[config.mk]
export PLATFORM = sky130hd
export DESIGN_NAME = cu_microsequencer
export DESIGN_NICKNAME = d
export VERILOG_FILES = /design/src/rtl/cu_microsequencer.sv
export SDC_FILE = /design/constraint.sdc
export NUM_CORES = 1
export LEC_CHECK = 0
export ABC_CLOCK_PERIOD_IN_PS = 2800
export CAP_MARGIN = 15
export CORE_ASPECT_RATIO = 1.1
export CORE_UTILIZATION = 51
export CTS_BUF_LIST = sky130_fd_sc_hd__clkbuf_2
export CTS_CLUSTER_DIAMETER = 120
export DETAILED_ROUTE_END_ITERATION = 8
export GPL_TIMING_DRIVEN = 0
export PLACE_DENSITY = 0.87
export SETUP_SLACK_MARGIN = 0.05
export SLEW_MARGIN = 20
export SYNTH_ARGS = -nofsm -noshare
export SYNTH_HDL_FRONTEND = slang
export SYNTH_SLANG_ARGS = --single-unit
[constraint.sdc]
create_clock -name clk -period 2.8 [get_ports clk]
set_clock_uncertainty 0.05 [all_clocks]
set_input_delay 0.56 -clock clk [delete_from_list [all_inputs] [get_ports clk]]
set_output_delay 0.56 -clock clk [all_outputs]
set_load 0.03 [all_outputs]
[src/rtl/cu_microsequencer.sv]
// Control-unit state sequencer: dispatches opcodes to execute-routine start states
// via a base/stride map, with increment, jump, return, stall, trap and a step counter.
module cu_microsequencer #(
    parameter int unsigned OPCODE_BITS = 3,
    parameter int unsigned N           = 5,
    parameter int unsigned NUM_OPS     = 6,
    parameter int unsigned FETCH_START = 0,
    parameter int unsigned MAP_BASE    = 3,
    parameter int unsigned MAP_STRIDE  = 3,
    parameter int unsigned TRAP_STATE  = 31
) (
    input  logic                   clk,
    input  logic                   clr,
    input  logic [OPCODE_BITS-1:0] opcode,
    input  logic                   load,
    input  logic                   inc,
    input  logic                   jmp,
    input  logic [N-1:0]           jmp_target,
    input  logic                   ret,
    input  logic                   stall,
    output logic [N-1:0]           q,
    output logic [OPCODE_BITS-1:0] opcode_q,
    output logic [N-1:0]           step,
    output logic                   dispatch,
    output logic                   illegal
);

    localparam int unsigned MAP_W = N + OPCODE_BITS;

    // Parameter sanity: every mapped start, the trap and fetch must be encodable in q.
    if (MAP_BASE + (NUM_OPS - 1) * MAP_STRIDE >= 2 ** N) begin : g_bad_map
        $error("cu_microsequencer: opcode map exceeds state range");
    end
    if (TRAP_STATE >= 2 ** N) begin : g_bad_trap
        $error("cu_microsequencer: TRAP_STATE exceeds state range");
    end
    if (FETCH_START >= 2 ** N) begin : g_bad_fetch
        $error("cu_microsequencer: FETCH_START exceeds state range");
    end
    if (NUM_OPS > 2 ** OPCODE_BITS) begin : g_bad_ops
        $error("cu_microsequencer: NUM_OPS exceeds opcode space");
    end

    logic [N-1:0]           q_q, q_d;
    logic [OPCODE_BITS-1:0] opcode_q_q, opcode_q_d;
    logic [N-1:0]           step_q, step_d;
    logic                   dispatch_q, dispatch_d;
    logic                   illegal_q, illegal_d;

    logic [MAP_W-1:0]       map_wide_c;
    logic [N-1:0]           step_sat_c;
    logic                   op_legal_c;

    assign map_wide_c = MAP_W'(MAP_BASE) + MAP_W'(opcode) * MAP_W'(MAP_STRIDE);
    assign step_sat_c = (step_q == {N{1'b1}}) ? step_q : step_q + N'(1);
    assign op_legal_c = 32'(opcode) < NUM_OPS;

    // Next-state: stall freezes everything, otherwise ret > load > jmp > inc > hold.
    always_comb begin
        q_d        = q_q;
        opcode_q_d = opcode_q_q;
        step_d     = step_q;
        dispatch_d = 1'b0;
        illegal_d  = illegal_q;

        if (!stall) begin
            step_d = step_sat_c;
            if (ret) begin
                q_d = N'(FETCH_START);
            end else if (load) begin
                opcode_q_d = opcode;
                step_d     = '0;
                if (op_legal_c) begin
                    q_d        = map_wide_c[N-1:0];
                    dispatch_d = 1'b1;
                end else begin
                    q_d       = N'(TRAP_STATE);
                    illegal_d = 1'b1;
                end
            end else if (jmp) begin
                q_d = jmp_target;
            end else if (inc) begin
                q_d = q_q + N'(1);
            end
        end
    end

    always_ff @(posedge clk) begin
        if (clr) begin
            q_q        <= N'(FETCH_START);
            opcode_q_q <= '0;
            step_q     <= '0;
            dispatch_q <= 1'b0;
            illegal_q  <= 1'b0;
        end else begin
            q_q        <= q_d;
            opcode_q_q <= opcode_q_d;
            step_q     <= step_d;
            dispatch_q <= dispatch_d;
            illegal_q  <= illegal_d;
        end
    end

    assign q        = q_q;
    assign opcode_q = opcode_q_q;
    assign step     = step_q;
    assign dispatch = dispatch_q;
    assign illegal  = illegal_q;

endmodule

==> metrics.csv <==
stage;metric;value;unit
sta;final hold viol count;0;
synth;ys async rst share;0;%
setup_path;CP Data Required Time;2.97;ns
min_path;critical hold path startpoint;illegal;
clocking;Sinks on Clock Net;15;
synth;most used flip-flop cell after synthesis;dfxtp_1;
setup_path;CP Capture Type;flop;
global_route;largest net degree at the start of global routing;11;
setup_path;Crit path max-delay family;buffers and inverters;
clocking;Root Buffer;clkbuf_2;
synth;Synth Area per Inst;8.77;um^2
finish;Area growth syn-to-layout;33.5;%
drt;Routed wire per std cell;14.2;um
finish;ANT cells;0;
synth;Synth Net Count;129;
floorplan;Die Area;0.00200;mm^2
sta;Tcrit/Tclk final;80.7;%
finish;most frequent cells in the layout;clkdlybuf4s50_1, dfxtp_1, nor2_1, ha_1;
pwr;switching fraction of total power;32.4;%
setup_path;critical path class;in2reg;
drt;Routed WL;2180;um
clocking;post-CTS setup buffer count;0;
drt;vias;877;
job;Max Cap Violations;0;
finish;Nets;161;
clocking;H-tree Lvls;1;
drt;DR vias/cell;5.69;
drt;drt first pass iters;4;
setup_path;cells on worst reg2reg path;5;
min_path;HP Class;reg2reg;
setup_path;CP Depth;9;
pwr;Sequential Power Share;49.2;%
finish;end-of-flow core utilization;76.0;%
drt;DRT antenna net count;0;
setup_path;crit start category;input pin;
clocking;clk slew on worst S/H paths;0.15;ns
finish;commonest non-fill, non-tap cell in the layout;clkdlybuf4s50_1;
pwr;switching pwr;151;uW
floorplan;core footprint;0.00163;mm^2
sta;unrepaired setup endpoints after global routing;no;
floorplan;Rows;15;
floorplan;IO Pins;30;
pwr;clock share of power;23.0;%
sta;Slew @ Worst Pin;0.466;ns
pwr;Pwr Density;377;mW/mm^2
pwr;Leakage Power;0.000489;uW
global_route;vias in the first global route;791;
pwr;peak supply drop;0.271;mV
global_route;initial antenna violation count;0;
synth;sequential area share after synthesis;32.3;%
clocking;TritonCTS Buffers;3;
setup_path;slowest stage delay, CP;0.58;ns
setup_path;buffers and inverters on the worst path;3;
setup_path;R2R Path End;q[2];
synth;Synth cell types;36;
finish;layout cells sized above 1;10.2;%
sta;Min Clock Period, post-route;2.26;ns
pwr;Int Power;317;uW
setup_path;WP data arrival;2.43;ns
setup_path;FF-to-FF setup slack;1.32;ns
synth;mapped cell area;930;um^2
clocking;CTS tree;yes;
run_status;outcome;complete, no violations;
setup_path;Critical path destination;q[4];
clocking;Post-CTS Resized;0;
setup_path;crit path launch;opcode[1];
global_route;gr ovfl total;0;
setup_path;slowest cell on the critical path;clkdlybuf4s50_1;
placed_design;Post-DP HPWL;1670;um
synth;Mapped Cells;106;
pwr;Gate power share;27.8;%
synth;Yosys warning count;0;
sta;Setup TNS;0;ns
sta;Max Slew Vio Count;0;
sta;slew margin rel.;69.0;%
global_route;GR Util All Layers;23.5;%
placed_design;IO buf count;27;
sta;FMAX;0.443;GHz
global_route;first-pass GRT wire length;3380;um
drt;DRC violations left;0;
floorplan;starting density of the core;56.9;%
setup_path;CP Max Fanout;6;
sta;Final WS setup;0.540;ns
placed_design;Placer Congestion;0.854;
synth;flops & latches, synth;15;
sta;Final Setup Violations;0;
drt;DRT iter0 DRCs;10;
clocking;cts hold-fix bufs;0;
floorplan;Die Ht;46.8;um
placed_design;pre-CTS setup slack;0.232;ns
clocking;worst skew pair latency;0.30;ns
setup_path;crit path cell chain;clkdlybuf4s50_1, inv_1, ha_1, inv_1, ha_1, a21oi_1, o22ai_1, nand4_1, o311ai_1;
setup_path;reg2reg start;q[0];
floorplan;die width;42.7;um
clocking;Clock Path Buffers;2;
synth;Post-synth EDFFs;0;
[worst register-to-register path, cell delays in order, from the launching register on]
cell	delay (ns)
dfxtp_1	0.44
ha_1	0.22
xnor2_1	0.13
nor2_1	0.05
a211o_1	0.27
a32o_1	0.24
[worst min-delay path by stage]
stage | to | slack [ns] | cells after the start
global route | illegal | 0.49 | 2
CTS | illegal | 0.45 | 2
detailed placement | illegal | 0.41 | 2
global placement | illegal | 0.41 | 2
finish | illegal | 0.44 | 2
floorplan | q[1] | 0.55 | 2
[routing by layer]
metal	wire [um]	share of wire [%]	up-vias	global-route usage (%)
met5	0	0	-	0
met4	90	4.1	0	20.0
met3	126	5.8	9	3.08
met2	1020	47	35	40.0
met1	942	43	392	26.7
li1	-	-	441	-
[through the flow]
step	hold WS [ns]	instance area [um^2]	cells	power (uW)
6_report	0.443	1240	154	468
5_1_grt	0.490	1240	154	492
4_1_cts	0.453	1240	154	472
3_5_place_dp	0.413	1220	150	364
3_3_place_gp	0.408	1220	150	361
2_1_floorplan	0.554	930	106	312
[Yosys cell counts (2+ instances only)]
cell,n,area [um^2]
a21oi_1,7,35.0
a31oi_1,2,12.5
a32o_1,2,20.0
buf_2,2,10.0
dfxtp_1,15,300
ha_1,8,100
inv_1,6,22.5
mux2i_1,5,50.1
nand2_1,7,26.3
nand3_1,3,15.0
nand4_1,2,12.5
nor2_1,10,37.5
nor3_1,7,35.0
nor3b_1,2,15.0
o211ai_1,2,15.0
o21ai_0,2,10.0
xnor2_1,3,26.3
xor2_1,3,26.3
[flip-flops by register name (all words and copies together) (netlist names)]
| register | flops |
|---|---|
| q | 5 |
| step | 5 |
| opcode_q | 3 |
| dispatch | 1 |
| illegal | 1 |
[power by group through the flow]
stage	sequential [uW]	clock [uW]	combinational [uW]
2_1_floorplan	250	0	61.6
3_3_place_gp	234	0	126
3_5_place_dp	235	0	129
4_1_cts	230	111	130
5_1_grt	232	119	141
6_report	230	108	130
[area by class of cell]
type                       count  area, um^2
buffer                         4        25.0
sequential                    15         300
multi-input combinational     81         582
fill                         124         392
clock buffer                   3        15.0
inverter                       6        22.5
clock inverter                 1        5.00
tap                           17        21.3
timing repair buffer          27         270
[cell families after synthesis]
family	count (synthesis)	share of synthesized area [%]
xor gates and xnor gates	6	5.65
DFF	15	32.3
adders and majority gates	8	10.8
buffers and inverters	10	5.11
AOI/OAI and AO/OA	22	16.2
muxes	6	6.60
and+or+nand+nor	39	23.4
No activity file was read; power rests on OpenSTA's default activity.
